==> config.mk <==
export PLATFORM = sky130hd
export DESIGN_NAME = noc_vc_alloc_demux_flat
export DESIGN_NICKNAME = d
export VERILOG_FILES = /design/src/rtl/noc_vc_alloc_demux_if.sv /design/src/rtl/noc_vc_alloc_demux.sv /design/src/flat_wrapper.sv
export SDC_FILE = /design/constraint.sdc
export NUM_CORES = 1
export LEC_CHECK = 0
export CAP_MARGIN = 20
export CORE_MARGIN = 2
export CORE_UTILIZATION = 25
export DETAILED_ROUTE_END_ITERATION = 7
export MAX_ROUTING_LAYER = met4
export PLACE_DENSITY = 0.91
export RECOVER_POWER = 100
export SYNTH_ARGS = -nofsm -noshare
export SYNTH_HDL_FRONTEND = slang
export SYNTH_SLANG_ARGS = --single-unit
==> constraint.sdc <==
create_clock -name noc_clk -period 1.7 [get_ports noc_clk]
set_input_delay 0.34 -clock noc_clk [delete_from_list [all_inputs] [get_ports noc_clk]]
set_output_delay 0.34 -clock noc_clk [all_outputs]
set_load 0.005 [all_outputs]
==> src/rtl/noc_vc_alloc_demux_if.sv <==
// ---------------------------------------------------------------------------
// noc_vc_alloc_demux_if
// Signal bundle between a NoC link receiver, the VC allocator/demultiplexer
// and the per-VC input buffers of a router port.
//   receive side : Noc_receive_valid/ready/flit/is_header/is_tail (one link)
//   sender side  : Noc_sender_valid/ready/flit/VCready/is_header/is_tail
//                  (VC_NUM lanes, VC i flit at [i*DATA_WIDTH +: DATA_WIDTH])
//   status       : Noc_vc_grant (one-hot bound VC), Noc_vc_busy, Noc_drop_err
// Modports:
//   slave  - the allocator/demultiplexer itself
//   master - the surrounding environment (link receiver + VC buffers)
// ---------------------------------------------------------------------------
`ifndef Noc_Data_Width
`define Noc_Data_Width 32
`endif

interface noc_vc_alloc_demux_if #(
    parameter int DATA_WIDTH = `Noc_Data_Width,
    parameter int VC_NUM     = 2
);
    logic                         Noc_receive_valid;
    logic                         Noc_receive_ready;
    logic [DATA_WIDTH-1:0]        Noc_receive_flit;
    logic                         Noc_receive_is_header;
    logic                         Noc_receive_is_tail;
    logic [VC_NUM-1:0]            Noc_sender_valid;
    logic [VC_NUM-1:0]            Noc_sender_ready;
    logic [VC_NUM*DATA_WIDTH-1:0] Noc_sender_flit;
    logic [VC_NUM-1:0]            Noc_sender_VCready;
    logic [VC_NUM-1:0]            Noc_sender_is_header;
    logic [VC_NUM-1:0]            Noc_sender_is_tail;
    logic [VC_NUM-1:0]            Noc_vc_grant;
    logic                         Noc_vc_busy;
    logic                         Noc_drop_err;

    modport slave (
        input  Noc_receive_valid, Noc_receive_flit, Noc_receive_is_header,
               Noc_receive_is_tail, Noc_sender_ready, Noc_sender_VCready,
        output Noc_receive_ready, Noc_sender_valid, Noc_sender_flit,
               Noc_sender_is_header, Noc_sender_is_tail, Noc_vc_grant,
               Noc_vc_busy, Noc_drop_err
    );

    modport master (
        output Noc_receive_valid, Noc_receive_flit, Noc_receive_is_header,
               Noc_receive_is_tail, Noc_sender_ready, Noc_sender_VCready,
        input  Noc_receive_ready, Noc_sender_valid, Noc_sender_flit,
               Noc_sender_is_header, Noc_sender_is_tail, Noc_vc_grant,
               Noc_vc_busy, Noc_drop_err
    );
endinterface

==> src/rtl/noc_vc_alloc_demux.sv <==
// ---------------------------------------------------------------------------
// noc_vc_alloc_demux
// Packet-level virtual-channel allocator and demultiplexer for one NoC input
// link. A header waits in ALLOC until a VC reports VCready; the winner is
// chosen round-robin starting at rr_ptr and stays bound until the tail flit
// transfers. While bound, flits and backpressure are steered combinationally
// to/from that VC only. Non-header flits seen while idle are consumed and
// flagged on the sticky Noc_drop_err.
// Ports:
//   noc_clk, noc_rst_n : clock, asynchronous active-low reset
//   bus (slave)        : receive link, per-VC sender lanes and status
//   Noc_timeout        : 1-cycle stall-watchdog pulse (optional build only)
// Optional feature macro: NOC_VC_STALL_TIMEOUT_EN
//   adds a BUSY stall counter and the Noc_timeout output; TIMEOUT_CYCLES is
//   the watchdog limit.
// ---------------------------------------------------------------------------
`ifndef Noc_Data_Width
`define Noc_Data_Width 32
`endif

module noc_vc_alloc_demux #(
    parameter int DATA_WIDTH     = `Noc_Data_Width,
    parameter int VC_NUM         = 2,
    parameter int TIMEOUT_CYCLES = 1024
) (
    input  logic                noc_clk,
    input  logic                noc_rst_n,
    noc_vc_alloc_demux_if.slave bus
`ifdef NOC_VC_STALL_TIMEOUT_EN
    ,
    output logic                Noc_timeout
`endif
);

    localparam int PTR_W = (VC_NUM > 1) ? $clog2(VC_NUM) : 1;
    localparam logic [PTR_W-1:0] LAST_IDX  = PTR_W'(VC_NUM - 1);
    localparam logic [PTR_W:0]   VC_NUM_W  = (PTR_W + 1)'(VC_NUM);

    // Elaboration-time guard on the supported configuration range
    if ((VC_NUM < 2) || (VC_NUM > 8) || (TIMEOUT_CYCLES < 1)) begin : g_cfg_invalid
        $error("noc_vc_alloc_demux: VC_NUM must be 2..8 and TIMEOUT_CYCLES >= 1");
    end

    typedef enum logic [1:0] {
        IDLE  = 2'd0,
        ALLOC = 2'd1,
        BUSY  = 2'd2
    } state_t;

    state_t            state_r, state_nxt_s;
    logic [VC_NUM-1:0] grant_r, grant_nxt_s;
    logic [PTR_W-1:0]  vc_idx_r, vc_idx_nxt_s;
    logic [PTR_W-1:0]  rr_ptr_r, rr_ptr_nxt_s;
    logic              drop_err_r, drop_err_nxt_s;
    logic              found_s;
    logic [PTR_W-1:0]  win_s;
    logic [PTR_W:0]    idx_s;
    logic              xfer_s;

    // Round-robin successor of a VC index, wrapping at VC_NUM-1
    function automatic logic [PTR_W-1:0] wrap_inc(input logic [PTR_W-1:0] p);
        if (p == LAST_IDX) begin
            return {PTR_W{1'b0}};
        end else begin
            return p + {{(PTR_W-1){1'b0}}, 1'b1};
        end
    endfunction

    // Round-robin search of VCready starting at rr_ptr; first ready VC wins
    always_comb begin
        found_s = 1'b0;
        win_s   = {PTR_W{1'b0}};
        idx_s   = {(PTR_W+1){1'b0}};
        for (int i = 0; i < VC_NUM; i++) begin
            idx_s = {1'b0, rr_ptr_r} + (PTR_W + 1)'(i);
            if (idx_s >= VC_NUM_W) begin
                idx_s = idx_s - VC_NUM_W;
            end else begin
                idx_s = idx_s;
            end
            if (!found_s && bus.Noc_sender_VCready[idx_s[PTR_W-1:0]]) begin
                found_s = 1'b1;
                win_s   = idx_s[PTR_W-1:0];
            end else begin
                found_s = found_s;
            end
        end
    end

    // Link-side ready and combinational steering of flits to the bound VC
    always_comb begin
        bus.Noc_receive_ready    = 1'b0;
        bus.Noc_sender_valid     = {VC_NUM{1'b0}};
        bus.Noc_sender_flit      = {(VC_NUM*DATA_WIDTH){1'b0}};
        bus.Noc_sender_is_header = {VC_NUM{1'b0}};
        bus.Noc_sender_is_tail   = {VC_NUM{1'b0}};
        xfer_s                   = 1'b0;
        case (state_r)
            IDLE: begin
                // Stray body flits are swallowed so the link cannot wedge
                bus.Noc_receive_ready = bus.Noc_receive_valid & ~bus.Noc_receive_is_header;
            end
            ALLOC: begin
                bus.Noc_receive_ready = 1'b0;
            end
            BUSY: begin
                bus.Noc_sender_valid[vc_idx_r]     = bus.Noc_receive_valid;
                bus.Noc_sender_flit[vc_idx_r*DATA_WIDTH +: DATA_WIDTH] = bus.Noc_receive_flit;
                bus.Noc_sender_is_header[vc_idx_r] = bus.Noc_receive_is_header;
                bus.Noc_sender_is_tail[vc_idx_r]   = bus.Noc_receive_is_tail;
                bus.Noc_receive_ready              = bus.Noc_sender_ready[vc_idx_r];
                xfer_s = bus.Noc_receive_valid & bus.Noc_sender_ready[vc_idx_r];
            end
            default: begin
                bus.Noc_receive_ready = 1'b0;
            end
        endcase
    end

    // Next-state logic for the allocation FSM and its binding registers
    always_comb begin
        state_nxt_s    = state_r;
        grant_nxt_s    = grant_r;
        vc_idx_nxt_s   = vc_idx_r;
        rr_ptr_nxt_s   = rr_ptr_r;
        drop_err_nxt_s = drop_err_r;
        case (state_r)
            IDLE: begin
                if (bus.Noc_receive_valid) begin
                    if (bus.Noc_receive_is_header) begin
                        state_nxt_s = ALLOC;
                    end else begin
                        drop_err_nxt_s = 1'b1;
                    end
                end else begin
                    state_nxt_s = IDLE;
                end
            end
            ALLOC: begin
                if (found_s) begin
                    state_nxt_s  = BUSY;
                    vc_idx_nxt_s = win_s;
                    grant_nxt_s  = {{(VC_NUM-1){1'b0}}, 1'b1} << win_s;
                end else begin
                    state_nxt_s = ALLOC;
                end
            end
            BUSY: begin
                // Only the tail releases the binding; a stray header is just data
                if (xfer_s && bus.Noc_receive_is_tail) begin
                    state_nxt_s  = IDLE;
                    grant_nxt_s  = {VC_NUM{1'b0}};
                    rr_ptr_nxt_s = wrap_inc(vc_idx_r);
                end else begin
                    state_nxt_s = BUSY;
                end
            end
            default: begin
                state_nxt_s = IDLE;
                grant_nxt_s = {VC_NUM{1'b0}};
            end
        endcase
    end

    // FSM state, binding and sticky error registers
    always_ff @(posedge noc_clk or negedge noc_rst_n) begin
        if (!noc_rst_n) begin
            state_r    <= IDLE;
            grant_r    <= {VC_NUM{1'b0}};
            vc_idx_r   <= {PTR_W{1'b0}};
            rr_ptr_r   <= {PTR_W{1'b0}};
            drop_err_r <= 1'b0;
        end else begin
            state_r    <= state_nxt_s;
            grant_r    <= grant_nxt_s;
            vc_idx_r   <= vc_idx_nxt_s;
            rr_ptr_r   <= rr_ptr_nxt_s;
            drop_err_r <= drop_err_nxt_s;
        end
    end

    assign bus.Noc_vc_grant = grant_r;
    assign bus.Noc_vc_busy  = (state_r == BUSY);
    assign bus.Noc_drop_err = drop_err_r;

`ifdef NOC_VC_STALL_TIMEOUT_EN
    localparam int CNT_W = $clog2(TIMEOUT_CYCLES + 1);
    localparam logic [CNT_W-1:0] TO_LIMIT = CNT_W'(TIMEOUT_CYCLES);
    localparam logic [CNT_W-1:0] TO_PRE   = CNT_W'(TIMEOUT_CYCLES - 1);

    logic [CNT_W-1:0] stall_cnt_r;
    logic             timeout_r;

    // Stall watchdog: counts BUSY cycles without a transfer, saturates at the limit
    always_ff @(posedge noc_clk or negedge noc_rst_n) begin
        if (!noc_rst_n) begin
            stall_cnt_r <= {CNT_W{1'b0}};
            timeout_r   <= 1'b0;
        end else if ((state_r == BUSY) && !xfer_s) begin
            if (stall_cnt_r != TO_LIMIT) begin
                stall_cnt_r <= stall_cnt_r + {{(CNT_W-1){1'b0}}, 1'b1};
            end else begin
                stall_cnt_r <= stall_cnt_r;
            end
            // Pulse coincides with the counter first reaching the limit
            timeout_r <= (stall_cnt_r == TO_PRE);
        end else begin
            stall_cnt_r <= {CNT_W{1'b0}};
            timeout_r   <= 1'b0;
        end
    end

    assign Noc_timeout = timeout_r;
`endif

endmodule

==> src/flat_wrapper.sv <==
// flat-port wrapper written by rule: the top's interface ports become plain ports
module noc_vc_alloc_demux_flat 
#(
    parameter int DATA_WIDTH     = `Noc_Data_Width,
    parameter int VC_NUM         = 2,
    parameter int TIMEOUT_CYCLES = 1024
)
  (noc_clk, noc_rst_n, bus_Noc_receive_valid, bus_Noc_receive_flit, bus_Noc_receive_is_header, bus_Noc_receive_is_tail, bus_Noc_sender_ready, bus_Noc_sender_VCready, bus_Noc_receive_ready, bus_Noc_sender_valid, bus_Noc_sender_flit, bus_Noc_sender_is_header, bus_Noc_sender_is_tail, bus_Noc_vc_grant, bus_Noc_vc_busy, bus_Noc_drop_err);
  noc_vc_alloc_demux_if #(.DATA_WIDTH(DATA_WIDTH), .VC_NUM(VC_NUM)) bus_i ();
  input  logic noc_clk;
  input  logic noc_rst_n;
  input wire logic [$bits(bus_i.Noc_receive_valid)-1:0] bus_Noc_receive_valid;
  input wire logic [$bits(bus_i.Noc_receive_flit)-1:0] bus_Noc_receive_flit;
  input wire logic [$bits(bus_i.Noc_receive_is_header)-1:0] bus_Noc_receive_is_header;
  input wire logic [$bits(bus_i.Noc_receive_is_tail)-1:0] bus_Noc_receive_is_tail;
  input wire logic [$bits(bus_i.Noc_sender_ready)-1:0] bus_Noc_sender_ready;
  input wire logic [$bits(bus_i.Noc_sender_VCready)-1:0] bus_Noc_sender_VCready;
  output wire logic [$bits(bus_i.Noc_receive_ready)-1:0] bus_Noc_receive_ready;
  output wire logic [$bits(bus_i.Noc_sender_valid)-1:0] bus_Noc_sender_valid;
  output wire logic [$bits(bus_i.Noc_sender_flit)-1:0] bus_Noc_sender_flit;
  output wire logic [$bits(bus_i.Noc_sender_is_header)-1:0] bus_Noc_sender_is_header;
  output wire logic [$bits(bus_i.Noc_sender_is_tail)-1:0] bus_Noc_sender_is_tail;
  output wire logic [$bits(bus_i.Noc_vc_grant)-1:0] bus_Noc_vc_grant;
  output wire logic [$bits(bus_i.Noc_vc_busy)-1:0] bus_Noc_vc_busy;
  output wire logic [$bits(bus_i.Noc_drop_err)-1:0] bus_Noc_drop_err;
  assign bus_i.Noc_receive_valid = bus_Noc_receive_valid;
  assign bus_i.Noc_receive_flit = bus_Noc_receive_flit;
  assign bus_i.Noc_receive_is_header = bus_Noc_receive_is_header;
  assign bus_i.Noc_receive_is_tail = bus_Noc_receive_is_tail;
  assign bus_i.Noc_sender_ready = bus_Noc_sender_ready;
  assign bus_i.Noc_sender_VCready = bus_Noc_sender_VCready;
  assign bus_Noc_receive_ready = bus_i.Noc_receive_ready;
  assign bus_Noc_sender_valid = bus_i.Noc_sender_valid;
  assign bus_Noc_sender_flit = bus_i.Noc_sender_flit;
  assign bus_Noc_sender_is_header = bus_i.Noc_sender_is_header;
  assign bus_Noc_sender_is_tail = bus_i.Noc_sender_is_tail;
  assign bus_Noc_vc_grant = bus_i.Noc_vc_grant;
  assign bus_Noc_vc_busy = bus_i.Noc_vc_busy;
  assign bus_Noc_drop_err = bus_i.Noc_drop_err;
  noc_vc_alloc_demux #(.DATA_WIDTH(DATA_WIDTH), .VC_NUM(VC_NUM), .TIMEOUT_CYCLES(TIMEOUT_CYCLES)) u_core (.noc_clk(noc_clk), .noc_rst_n(noc_rst_n), .bus(bus_i));
endmodule
After elaboration in Yosys (flattened, before gate mapping)
Index checks and enable logic that the tools add are counted.

storage, ports and cells
  register bits = 7
  bits of input ports = 41
  output and inout bits = 75

operators by class
  $add $sub $neg = 5
  magnitude comparators = 6
  equal/unequal tests = 5
  shifts and indexed selects = 3
  muxes and demuxes = 29
  bitwise logic cells = 8
  reductions and logical operators = 9

operators by type and width
  cell                        number
  $and A64 B64 Y64            1
  $mux W64                    1
  $shift A32 B34 Y64 const A  1
  $shiftx A32 B34 Y64         1
  $neg A6 Y34                 1
  $mux W2                     9
  $mux W1                     15
  $pmux W2 S3                 2
  $and A2 B2 Y2               3
  $lt A1 B2 Y1 const B        3
  $reduce_and A3 Y1           2
  $ne A2 B1 Y1 const B        2
  $reduce_and A2 Y1           2
  $logic_and A1 B1 Y1         3
  $ne A3 B3 Y1 const B        1
  $add A1 B1 Y2 const B       1
  $and A1 B1 Y1               2
  $eq A2 B1 Y1 const B        1
  $eq A2 B2 Y1 const B        1
  $ge A1 B2 Y1 const B        1
  $ge A2 B2 Y1 const B        1
  $logic_not A2 Y1            1
  $not A1 Y1                  2
  $pmux W1 S2                 1
  other kinds (6)             7

Longest topological paths before layout
  word-level depth = 11
  depth in mapped cells = 7
  depth with buffers taken out = 4

Least setup slack after synthesis
Ideal clock, no wire load.

  kind = reg-to-output
  from = reg u_core.state_r[0]
  to = out bus_Noc_sender_flit[55]
  data arrival time = 1.072 ns
  setup slack = 0.288 ns
  stages on the path, launching flop included = 7
  buffers on the path = 3
  cell sequence = dfrtp_1 -> buf_6 -> nand2b_4 -> inv_2 -> buf_6 -> buf_6 -> and3_1

between the ends
  longest elaborated chain between the ends = 2

RTL lines
  item                      RTL line                   source
  start: declaration        noc_vc_alloc_demux.sv:50   state_t state_r, state_nxt_s;
  start signal: assignment  noc_vc_alloc_demux.sv:174  state_r <= state_nxt_s;
  $eq A2 B2 Y1              --
  net bus_Noc_vc_busy       flat_wrapper.sv:24         output wire logic [$bits(bus_i.Noc_vc_busy)-1:0] bus_Noc_vc_busy;
  $mux W64                  noc_vc_alloc_demux.sv:98   case (state_r)
  end: declaration          flat_wrapper.sv:20         output wire logic [$bits(bus_i.Noc_sender_flit)-1:0] bus_Noc_sender_flit;

The timed path passes the listed nets, and every way through them passes these cells.

Worst setup path after layout
  from = reg u_core.state_r[0]
  to = out bus_Noc_sender_flit[1]

between the ends
  longest elaborated chain between the ends = 2

RTL lines
  item          RTL line
  $eq A2 B2 Y1  noc_vc_alloc_demux.sv:98
  $mux W64      noc_vc_alloc_demux.sv:98

Every way passes these cells.

==> results.cfg <==
[run_status]
outcome = finished, violations left
violations = negative setup slack

[placement]
io_buffers = 115
gp_congestion = 0.789
placedCellCount = 281
dp_hpwl_um = 2880
placed_area_um2 = 2160

[sta]
max_freq_mhz = 553
setup_viol = 54
holdWs_ns = 0.410
finalCriticalPeriod_ns = 1.81
fin_crit_sh = 1.06
finalHoldViolations = 0
slew_headroom = 0.786
max_slew.worst_pin.slew_ns = 0.320
setup_slack_ns = -0.108
rsz0062_at_grt = true
finalClockSkew_ns = 0.00168
drv_slew = 0

[cts]
cts.clk_slew.worst_paths_ns = 0.05
cts_tree = yes
insertion_delay_ns = 0.26
cts_max_path_buffers = 2
numCtsBuffers = 3
cts_root_buf = clkbuf_4
cts_sinks = 7
cts.htree.levels = 1

[synth]
seq_area_frac_synth = 0.196
ys_warn_count = 0
ys_top_cells_by_area = and3_1 24%, and2_1 24%, dfrtp_1 20%
yosysUniqueCellTypes = 28
post_synth.cell_area_avg_um2 = 7.52
synth_nets = 160
synth_seq_cells = 7
synth_top_cell_by_area = and3_1
syn_area_um2 = 895
synth_top_area_frac = 0.245
netlist_instances = 119

[floorplan]
std_cell_rows = 21
start_util = 0.264
die_h_um = 63.8
die-width_um = 63.8
num_io_pins = 116
core-area_um2 = 3390
dieArea_um2 = 4070

[setup_path]
crit_arrival_ns = 1.47
critPathCaptureType = primary output
crit_type = flip-flop to primary output
crit-reg2reg-capture = u_core.bus.Noc_vc_grant[1]
rrSetupSlack_ns = 0.41
critPathRequiredTime_ns = 1.36
start_kind = flip-flop
cpPeakStageDelay_ns = 0.37
crit_start = u_core.state_r[0]
crit_top_cell = buf_6
crit_fanout = 11
crit-reg2reg-launch = u_core.vc_idx_r
crit_slowest_cell = dfrtp_1
reg2regPathDepth = 3
path_cells = nand2b_4, nor2_4, buf_6, buf_6, buf_12, and2_1, buf_2
cp-endpoint = bus_Noc_sender_flit[1]

[flow_run]
cap_violations = 0

[global_routing]
grt-busiest-layer = met2
grt_max_degree = 23
grt_antenna_before_repair = 0
grt_pass1_wl_um = 6520
met1_usage = 0.208
track_usage = 0.203
grt_pass1_vias = 1385
met3_usage = 0.0299
use_met2 = 0.404
overflow = 0

[finish]
area_delta_synth_final_pct = 188
final_area_um2 = 2570
fill_cells = 237
layout-drive-gt1-share = 0.628
antennaDiodeCount = 0
fin_cells = 299
final_nets = 295

[power_and_ir_drop]
p_leak_nw = 1.26
vdd.ir_drop.worst_mv = 0.821
powerDensity_nw_per_um2 = 1130

[worst_hold_path]
hold_class = input pin to asynchronous set/reset pin

[routing]
viasPerCell = 4.74
via_count = 1417
wl_per_cell_um = 15.1
antenna_left = 0
drc = 0
drt-initial-drc-count = 19
wl_um = 4520
dr.pass1.iters = 4
==> final cells by class <==
type                    instances  area, um^2  area share
multi-input cells              95         816       0.317
flip-flops and latches          7         176      0.0685
repair buffers                143        1480       0.574
inverters                       4        20.0     0.00777
well taps                      46        57.6      0.0224
clock buffers                   4        26.3      0.0102
==> metrics by stage <==
| stage | util | TNS (ns) | power, W | worst slack (ns) |
|---|---|---|---|---|
| final | 0.760 | -2.78 | 0.00292 | -0.108 |
| after global routing | 0.760 | -6.04 | 0.00309 | -0.174 |
| after CTS | 0.725 | -6.07 | 0.00286 | -0.177 |
| after detailed placement | 0.637 | -7.06 | 0.00203 | -0.385 |
| after global placement | 0.637 | -6.36 | 0.00201 | -0.355 |
| after floorplan | - | 0 | 0.00102 | 0.288 |
==> state kept, by name (all words and copies together), names as in the netlist <==
name                     flops
u_core.vc_idx_r              1
u_core.bus.Noc_vc_grant      2
u_core.bus.Noc_drop_err      1
u_core.state_r               2
u_core.rr_ptr_r              1
==> power breakdown <==
| group | switching, W | total, W | internal, W |
|---|---|---|---|
| registers | 0.0000623 | 0.000293 | 0.000231 |
| logic | 0.000924 | 0.00247 | 0.00155 |
| clock network | 0.0000639 | 0.000154 | 0.0000897 |
| total | 0.00105 | 0.00292 | 0.00187 |
==> logic make-up (layout without fill, tap and decap cells) <==
kind of cell    after synthesis  after routing  share of synthesized area
flops                         7              7                      0.196
compound gates               12             12                     0.0993
mux                           2              2                     0.0280
simple gates                 81             81                      0.564
buf+inv                      17            151                      0.113
==> routing by layer <==
metal | routed length (um) | vias up | share of wire
li1 | - | 684 | -
met1 | 1580 | 676 | 0.35
met2 | 2630 | 55 | 0.58
met3 | 293 | 2 | 0.065
met4 | 17 | 0 | 0.0038
met5 | 0 | - | 0
==> cell usage after synthesis, drive strengths merged <==
cell	n
and3	35
dfrtp	7
o41ai	2
nor2	2
a32oi	1
buf	6
and2	34
o31ai	1
nand2	5
inv	4
mux2i	1
a31oi	1
a2bb2oi	1
clkbuf	7
o2bb2ai	2
nor2b	1
nand2b	1
nand4	1
a21oi	1
nand3b	1
o21bai	1
mux2	1
o21ai	2
nor3	1
==> cells in the final DEF (no fill, tap or decap), drive strengths merged, types with 3 or more instances in the layout <==
master,Yosys,routed
and3,35,35
clkdlybuf4s50,0,40
nand2,5,5
clkbuf,7,5
buf,6,99
inv,4,3
and2,34,34
dlygate4sd3,0,3
dfrtp,7,7
==> critical path: cells and delay by family, from the launching register on <==
| kind | cells | cell delay, ns |
|---|---|---|
| DFF | 1 | 0.37 |
| and+or+nand+nor | 3 | 0.40 |
| buffers and inverters | 4 | 0.44 |
==> what timing repair did <==
item | 4_1_cts | 5_1_grt
hold buffers | 0 | 0
endpoints found under the setup margin | 72 | 62
gates cloned | 6 | 0
pin swaps | 24 | 2
gates resized for setup | 371 | 38
endpoints found under the hold margin | 0 | 0
buffers inserted | 10 | 2
==> worst min path at each step <==
stage,from,end,slack [ns]
5_1_grt,noc_rst_n,u_core.bus.Noc_vc_grant[0],0.44
6_report,noc_rst_n,u_core.bus.Noc_vc_grant[0],0.41
4_1_cts,noc_rst_n,u_core.bus.Noc_vc_grant[0],0.35
2_1_floorplan,noc_rst_n,u_core.bus.Noc_drop_err,0.04
3_3_place_gp,u_core.bus.Noc_drop_err,u_core.bus.Noc_drop_err,0.46
3_5_place_dp,u_core.bus.Noc_drop_err,u_core.bus.Noc_drop_err,0.46
No activity file was read; power rests on OpenSTA's default activity.
